[config.mk]
export PLATFORM = sky130hd
export DESIGN_NAME = serial_add_ctrl_flat
export DESIGN_NICKNAME = d
export VERILOG_FILES = /design/src/rtl/serial_add_pkg.sv /design/src/rtl/serial_add_ctrl_if.sv /design/src/rtl/serial_fa_slice.sv /design/src/rtl/serial_half_adder.sv /design/src/rtl/serial_add_ctrl.sv /design/src/flat_wrapper.sv
export SDC_FILE = /design/constraint.sdc
export NUM_CORES = 1
export LEC_CHECK = 0
export BUFFER_PORTS_ARGS = -buffer_cell sky130_fd_sc_hd__buf_2
export CAP_MARGIN = 5
export CORE_MARGIN = 4
export CORE_UTILIZATION = 35
export DETAILED_ROUTE_END_ITERATION = 12
export PLACE_DENSITY_LB_ADDON = 0.05
export SETUP_SLACK_MARGIN = 0.15
export SLEW_MARGIN = 20
export SYNTH_ARGS = -nofsm -noshare
export SYNTH_HDL_FRONTEND = slang
export SYNTH_SLANG_ARGS = --single-unit
[constraint.sdc]
create_clock -name clk_in -period 2.1 [get_ports clk_in]
set_clock_uncertainty 0.05 [all_clocks]
set_input_delay 0.42 -clock clk_in [delete_from_list [all_inputs] [get_ports clk_in]]
set_output_delay 0.42 -clock clk_in [all_outputs]
set_load 0.02 [all_outputs]
[src/rtl/serial_add_pkg.sv]
// ============================================================================
// Module      : serial_add_pkg
// Description : Shared types, defaults and helpers for the bit-serial adder.
// Revision    : 1.0 - initial release
// ============================================================================
`default_nettype none

package serial_add_pkg;

  typedef enum logic [1:0] {
    IDLE = 2'b00,
    RUN  = 2'b01,
    DONE = 2'b10
  } state_t;

  localparam int DEFAULT_WIDTH = 8;

  function automatic int cnt_w(input int width);
    return $clog2(width);
  endfunction

endpackage

`default_nettype wire

[src/rtl/serial_add_ctrl_if.sv]
// ============================================================================
// Module      : serial_add_ctrl_if
// Description : Host-side start/busy/done and operand/result bundle.
//               sub_in exists only when SERIAL_ADD_SUB_EN is defined.
// Revision    : 1.0 - initial release
// ============================================================================
`default_nettype none

interface serial_add_ctrl_if
  import serial_add_pkg::*;
#(
  parameter int WIDTH = DEFAULT_WIDTH
) ();

  logic             start_in;
  logic [WIDTH-1:0] a_in;
  logic [WIDTH-1:0] b_in;
`ifdef SERIAL_ADD_SUB_EN
  logic             sub_in;
`endif
  logic             busy_out;
  logic             done_out;
  logic [WIDTH-1:0] sum_out;
  logic             carry_out;

`ifdef SERIAL_ADD_SUB_EN
  modport master (
    output start_in, a_in, b_in, sub_in,
    input  busy_out, done_out, sum_out, carry_out
  );
  modport slave (
    input  start_in, a_in, b_in, sub_in,
    output busy_out, done_out, sum_out, carry_out
  );
`else
  modport master (
    output start_in, a_in, b_in,
    input  busy_out, done_out, sum_out, carry_out
  );
  modport slave (
    input  start_in, a_in, b_in,
    output busy_out, done_out, sum_out, carry_out
  );
`endif

endinterface

`default_nettype wire

[src/rtl/serial_fa_slice.sv]
// ============================================================================
// Module      : serial_fa_slice
// Description : Combinational 1-bit full adder from two half adders.
// Revision    : 1.0 - initial release
// ============================================================================
`default_nettype none

module serial_fa_slice (
  input  wire logic i_a,
  input  wire logic i_b,
  input  wire logic i_c,
  output logic      o_s,
  output logic      o_c
);

  logic w_s0;
  logic w_c0;
  logic w_c1;

  serial_half_adder u_ha0 (
    .i_a (i_a),
    .i_b (i_b),
    .o_s (w_s0),
    .o_c (w_c0)
  );

  serial_half_adder u_ha1 (
    .i_a (w_s0),
    .i_b (i_c),
    .o_s (o_s),
    .o_c (w_c1)
  );

  assign o_c = w_c0 | w_c1;

endmodule

`default_nettype wire

[src/rtl/serial_half_adder.sv]
// ============================================================================
// Module      : serial_half_adder
// Description : 1-bit half adder, building block of the serial slice.
// Revision    : 1.0 - initial release
// ============================================================================
`default_nettype none

module serial_half_adder (
  input  wire logic i_a,
  input  wire logic i_b,
  output logic      o_s,
  output logic      o_c
);

  assign o_s = i_a ^ i_b;
  assign o_c = i_a & i_b;

endmodule

`default_nettype wire

[src/rtl/serial_add_ctrl.sv]
// ============================================================================
// Module      : serial_add_ctrl
// Description : Bit-serial adder controller, one result bit per cycle, LSB
//               first. Optional subtract mode via SERIAL_ADD_SUB_EN.
// Revision    : 1.0 - initial release
// ============================================================================
`default_nettype none

module serial_add_ctrl
  import serial_add_pkg::*;
#(
  parameter int WIDTH = DEFAULT_WIDTH
) (
  input wire logic         clk_in,
  input wire logic         reset_in,
  serial_add_ctrl_if.slave bus
);

  localparam int CNT_W = cnt_w(WIDTH);

  generate
    if (WIDTH < 2) begin : g_width_check
      $error("serial_add_ctrl: WIDTH must be >= 2");
    end
  endgenerate

  state_t           r_state;
  state_t           w_next_state;
  logic [WIDTH-1:0] r_a;
  logic [WIDTH-1:0] r_b;
  logic [WIDTH-1:0] r_res;
  logic [WIDTH-1:0] r_sum;
  logic             r_carry;
  logic             r_cout;
  logic [CNT_W-1:0] r_cnt;
  logic             w_start_acc;
  logic             w_last;
  logic             w_sub_start;
  logic             w_b_bit;
  logic             w_s;
  logic             w_c;

  assign w_start_acc = (r_state == IDLE) && bus.start_in;
  assign w_last      = (r_state == RUN) && (r_cnt == CNT_W'(WIDTH - 1));

`ifdef SERIAL_ADD_SUB_EN
  logic r_sub;

  always_ff @(posedge clk_in or posedge reset_in) begin
    if (reset_in) begin
      r_sub <= 1'b0;
    end else if (w_start_acc) begin
      r_sub <= bus.sub_in;
    end
  end

  assign w_sub_start = bus.sub_in;
  // Two's-complement subtract: invert B here, carry-in preset to 1 at start.
  assign w_b_bit     = r_b[0] ^ r_sub;
`else
  assign w_sub_start = 1'b0;
  assign w_b_bit     = r_b[0];
`endif

  serial_fa_slice u_slice (
    .i_a (r_a[0]),
    .i_b (w_b_bit),
    .i_c (r_carry),
    .o_s (w_s),
    .o_c (w_c)
  );

  always_ff @(posedge clk_in or posedge reset_in) begin
    if (reset_in) begin
      r_state <= IDLE;
    end else begin
      r_state <= w_next_state;
    end
  end

  always_comb begin
    w_next_state = r_state;
    case (r_state)
      IDLE:    if (bus.start_in) w_next_state = RUN;
      RUN:     if (w_last)       w_next_state = DONE;
      DONE:                      w_next_state = IDLE;
      default:                   w_next_state = IDLE;
    endcase
  end

  always_ff @(posedge clk_in or posedge reset_in) begin
    if (reset_in) begin
      r_a     <= '0;
      r_b     <= '0;
      r_res   <= '0;
      r_sum   <= '0;
      r_carry <= 1'b0;
      r_cout  <= 1'b0;
      r_cnt   <= '0;
    end else if (w_start_acc) begin
      r_a     <= bus.a_in;
      r_b     <= bus.b_in;
      r_carry <= w_sub_start;
      r_cnt   <= '0;
    end else if (r_state == RUN) begin
      r_a     <= r_a >> 1;
      r_b     <= r_b >> 1;
      r_res   <= {w_s, r_res[WIDTH-1:1]};
      r_carry <= w_c;
      r_cnt   <= r_cnt + CNT_W'(1);
      // The last slice bit is not in r_res yet, so assemble the result here.
      if (w_last) begin
        r_sum  <= {w_s, r_res[WIDTH-1:1]};
        r_cout <= w_c;
      end
    end
  end

  assign bus.busy_out  = (r_state != IDLE);
  assign bus.done_out  = (r_state == DONE);
  assign bus.sum_out   = r_sum;
  assign bus.carry_out = r_cout;

endmodule

`default_nettype wire

[src/flat_wrapper.sv]
// flat-port wrapper written by rule: the top's interface ports become plain ports
module serial_add_ctrl_flat import serial_add_pkg::*;
#(
  parameter int WIDTH = DEFAULT_WIDTH
)
  (clk_in, reset_in, bus_start_in, bus_a_in, bus_b_in, bus_busy_out, bus_done_out, bus_sum_out, bus_carry_out);
  serial_add_ctrl_if #(.WIDTH(WIDTH)) bus_i ();
  input wire logic clk_in;
  input wire logic reset_in;
  input wire logic [$bits(bus_i.start_in)-1:0] bus_start_in;
  input wire logic [$bits(bus_i.a_in)-1:0] bus_a_in;
  input wire logic [$bits(bus_i.b_in)-1:0] bus_b_in;
  output wire logic [$bits(bus_i.busy_out)-1:0] bus_busy_out;
  output wire logic [$bits(bus_i.done_out)-1:0] bus_done_out;
  output wire logic [$bits(bus_i.sum_out)-1:0] bus_sum_out;
  output wire logic [$bits(bus_i.carry_out)-1:0] bus_carry_out;
  assign bus_i.start_in = bus_start_in;
  assign bus_i.a_in = bus_a_in;
  assign bus_i.b_in = bus_b_in;
  assign bus_busy_out = bus_i.busy_out;
  assign bus_done_out = bus_i.done_out;
  assign bus_sum_out = bus_i.sum_out;
  assign bus_carry_out = bus_i.carry_out;
  serial_add_ctrl #(.WIDTH(WIDTH)) u_core (.clk_in(clk_in), .reset_in(reset_in), .bus(bus_i));
endmodule
==> impl_metrics.ini <==
[status]
status = completed

[floorplan]
rows = 25
pin_count = 30
dieArea_sq_um = 6170
start_util_pct = 36.4
die_w_um = 78.5
design.core.area_sq_um = 4790
die_y_um = 78.5

[placed_design]
hpwl_mm = 2.31
preCtsSetupSlack_ns = 0.360
gp_congestion = 0.672
numPortBuffers = 29

[grt]
antenna_found_initial = 0
grt_usage_pct = 12.0
grt.overflow.total = 0
grt_pass1_wl_mm = 5.77
grt_pass1_vias = 1220
grt_max_degree = 39

[synth]
synth-seq-cells = 38
yosys.area.top_type = dfrtp_1
synth_area_leaders = dfrtp_1 (55%), mux2_2 (10%), nor4b_1 (3.5%)
synthCells = 137
avgSynthCellArea_sq_um = 12.7
synth_area_sq_um = 1740
yosysWarningCount = 0
ys_types = 31
yosys.area.top_type_share_pct = 54.6
synth.yosys.seq_area_share_pct = 54.6
synthesis.nets = 159

[setup_path]
crit_family = flip-flops
critPathCaptureType = primary output
arrival_ns = 1.38
crit_required_ns = 1.63
worstPathCellList = buf_4 > nor2b_1 > buf_2
critPathBufInv = 2
r2r_start = u_core.r_cnt[0]
startpoint_type = register
critPathKind = register to primary output
setup.worst_path.start = u_core.r_state[0]
max_stage_delay_ns = 0.60
crit_fanout = 14
crit_slowest_cell = dfrtp_1

[routing]
drc = 0
viasPerCell = 4.88
first_iter_violations = 66
ant_nets = 0
routed_wl_mm = 3.40
routedWlPerCell_um = 14.5
dr.pass1.iters = 5
dr_total_vias = 1146

[cells_and_area]
fin_nets = 189
diodes = 0
drive_above_1_share_pct = 38.1
nFillCells = 473
final_core_util_pct = 43.2
final_cell_mix = dfrtp_1 (37), buf_2 (29), inv_1 (16), mux2_2 (16)
final_common_cell = dfrtp_1
area_growth_pct = 18.7

[power]
p_total_mw = 3.19
p_per_area_nw_per_um2 = 1540
p_leak_nw = 0.948
irDropWorstVdd_uv = 594

[run]
drv_cap = 0

[clocking]
clk_latency_ns = 0.29
clk_path_buf_depth = 2
numCtsBuffers = 5
cts_tree = built
postCtsSetupBuffers = 0
htreeDepth = 2
clkSlewWorstSetupHoldPaths_ns = 0.08
cts_sinks = 38
root_buffer = clkbuf_8

[timing]
worst_slew_pin_slew_ns = 0.494
slew_viol_final = 0
fin_tns_setup_ns = 0
post-route-period-util_pct = 87.9
fmax_mhz = 542
post-route-worst-setup-slack_ns = 0.253
hold_viol = 0
post-route-min-period_ns = 1.85
final-setup-viol-count = 0
rsz0062_at_grt = false
slew_headroom_pct = 67.0

[worst_hold_path]
hold_path_class = primary input to async pin
[kinds of logic (layout without fill, tap and decap cells)]
kind of cell | after synthesis | count (layout) | synth area share [%]
multiplexers | 17 | 17 | 10.9
flip-flops | 38 | 38 | 54.6
adder cells (fa/ha/maj) | 3 | 3 | 2.59
AND/OR/NAND/NOR | 31 | 31 | 13.1
AO/OA/AOI/OAI | 22 | 22 | 11.3
buffers and inverters | 26 | 57 | 7.54
[cell usage after synthesis (all sizes together)]
library cell and n:
dfrtp 38, inv 16, mux2 16, buf 8, nor2b 8, nor4b 7
a222oi 6, a211oi 5, nor3b 5, a22o 3, nand2b 3, nor2 3
a221oi 2, clkbuf 2, ha 2, nand2 2, a21oi 1, a32o 1
fa 1, mux2i 1, nand3b 1, o211ai 1, o21ba 1, o21bai 1
o221a 1, or3b 1, or4b 1
[worst register-to-register path, cell delays in order, from the launching register on]
cell and delay [ns]:
dfrtp_1 0.40, ha_1 0.21, ha_1 0.18, nand3b_1 0.37, mux2_2 0.39
[final timing paths]
check / end / slack [ns] / cells past startpoint
setup / recovery: bus_done_out / 0.25 / 3
hold / removal: u_core.r_a[1] / 0.19 / 3
setup reg to reg: u_core.bus.sum_out[3] / 0.39 / 4
hold reg to reg: u_core.r_cnt[0] / 0.43 / 1
max in group asynchronous: u_core.r_state[1] / 1.45 / 3
min in group clk_in: u_core.r_a[7] / 0.33 / 2
[registers in the layout, summed over array words and instances, names as in the netlist]
| name | count |
|---|---|
| u_core.bus.carry_out | 1 |
| u_core.bus.sum_out | 8 |
| u_core.r_a | 8 |
| u_core.r_b | 8 |
| u_core.r_carry | 1 |
| u_core.r_cnt | 3 |
| u_core.r_res | 7 |
| u_core.r_state | 2 |
[metal layers]
layer / GRT usage, % / share of wire [%] / vias up
li1: - / - / 550
met3: 3.44 / 3.4 / 5
met4: 3.67 / 0.91 / 0
met1: 15.0 / 48 / 573
met5: 0 / 0 / -
met2: 20.1 / 48 / 18
[where the power goes]
part / internal [mW] / switching (mW) / leakage (nW) / total [mW]
combinational: 0.584 / 0.577 / 0.438 / 1.16
sequential: 1.08 / 0.210 / 0.442 / 1.29
clock: 0.476 / 0.263 / 0.0683 / 0.739
total: 2.14 / 1.05 / 0.948 / 3.19
[repair_timing]
item                                    in CTS  in global routing
hold buffers                                 0                  0
resized for setup                            0                  1
endpoints found under the setup margin       0                  1
[through the flow]
| step | hold WS [ns] | instances | cell area, sq um |
|---|---|---|---|
| floorplan | 0.407 | 137 | 1740 |
| global placement | 0.421 | 227 | 1930 |
| detailed placement | 0.427 | 227 | 1930 |
| CTS | 0.205 | 235 | 2070 |
| global route | 0.229 | 235 | 2070 |
| finish | 0.188 | 235 | 2070 |
[cell type report]
cell class              instances  area, sq um  area share (%)
well taps                      67         83.8            4.05
repair buffers                 33          175            8.47
inverters                      16         60.1            2.90
clock buffers                   5         68.8            3.33
clock inverters                 3         68.8            3.33
multi-input cells              73          659            31.9
flip-flops and latches         38          952            46.0
(Power assumes the default switching activity.)
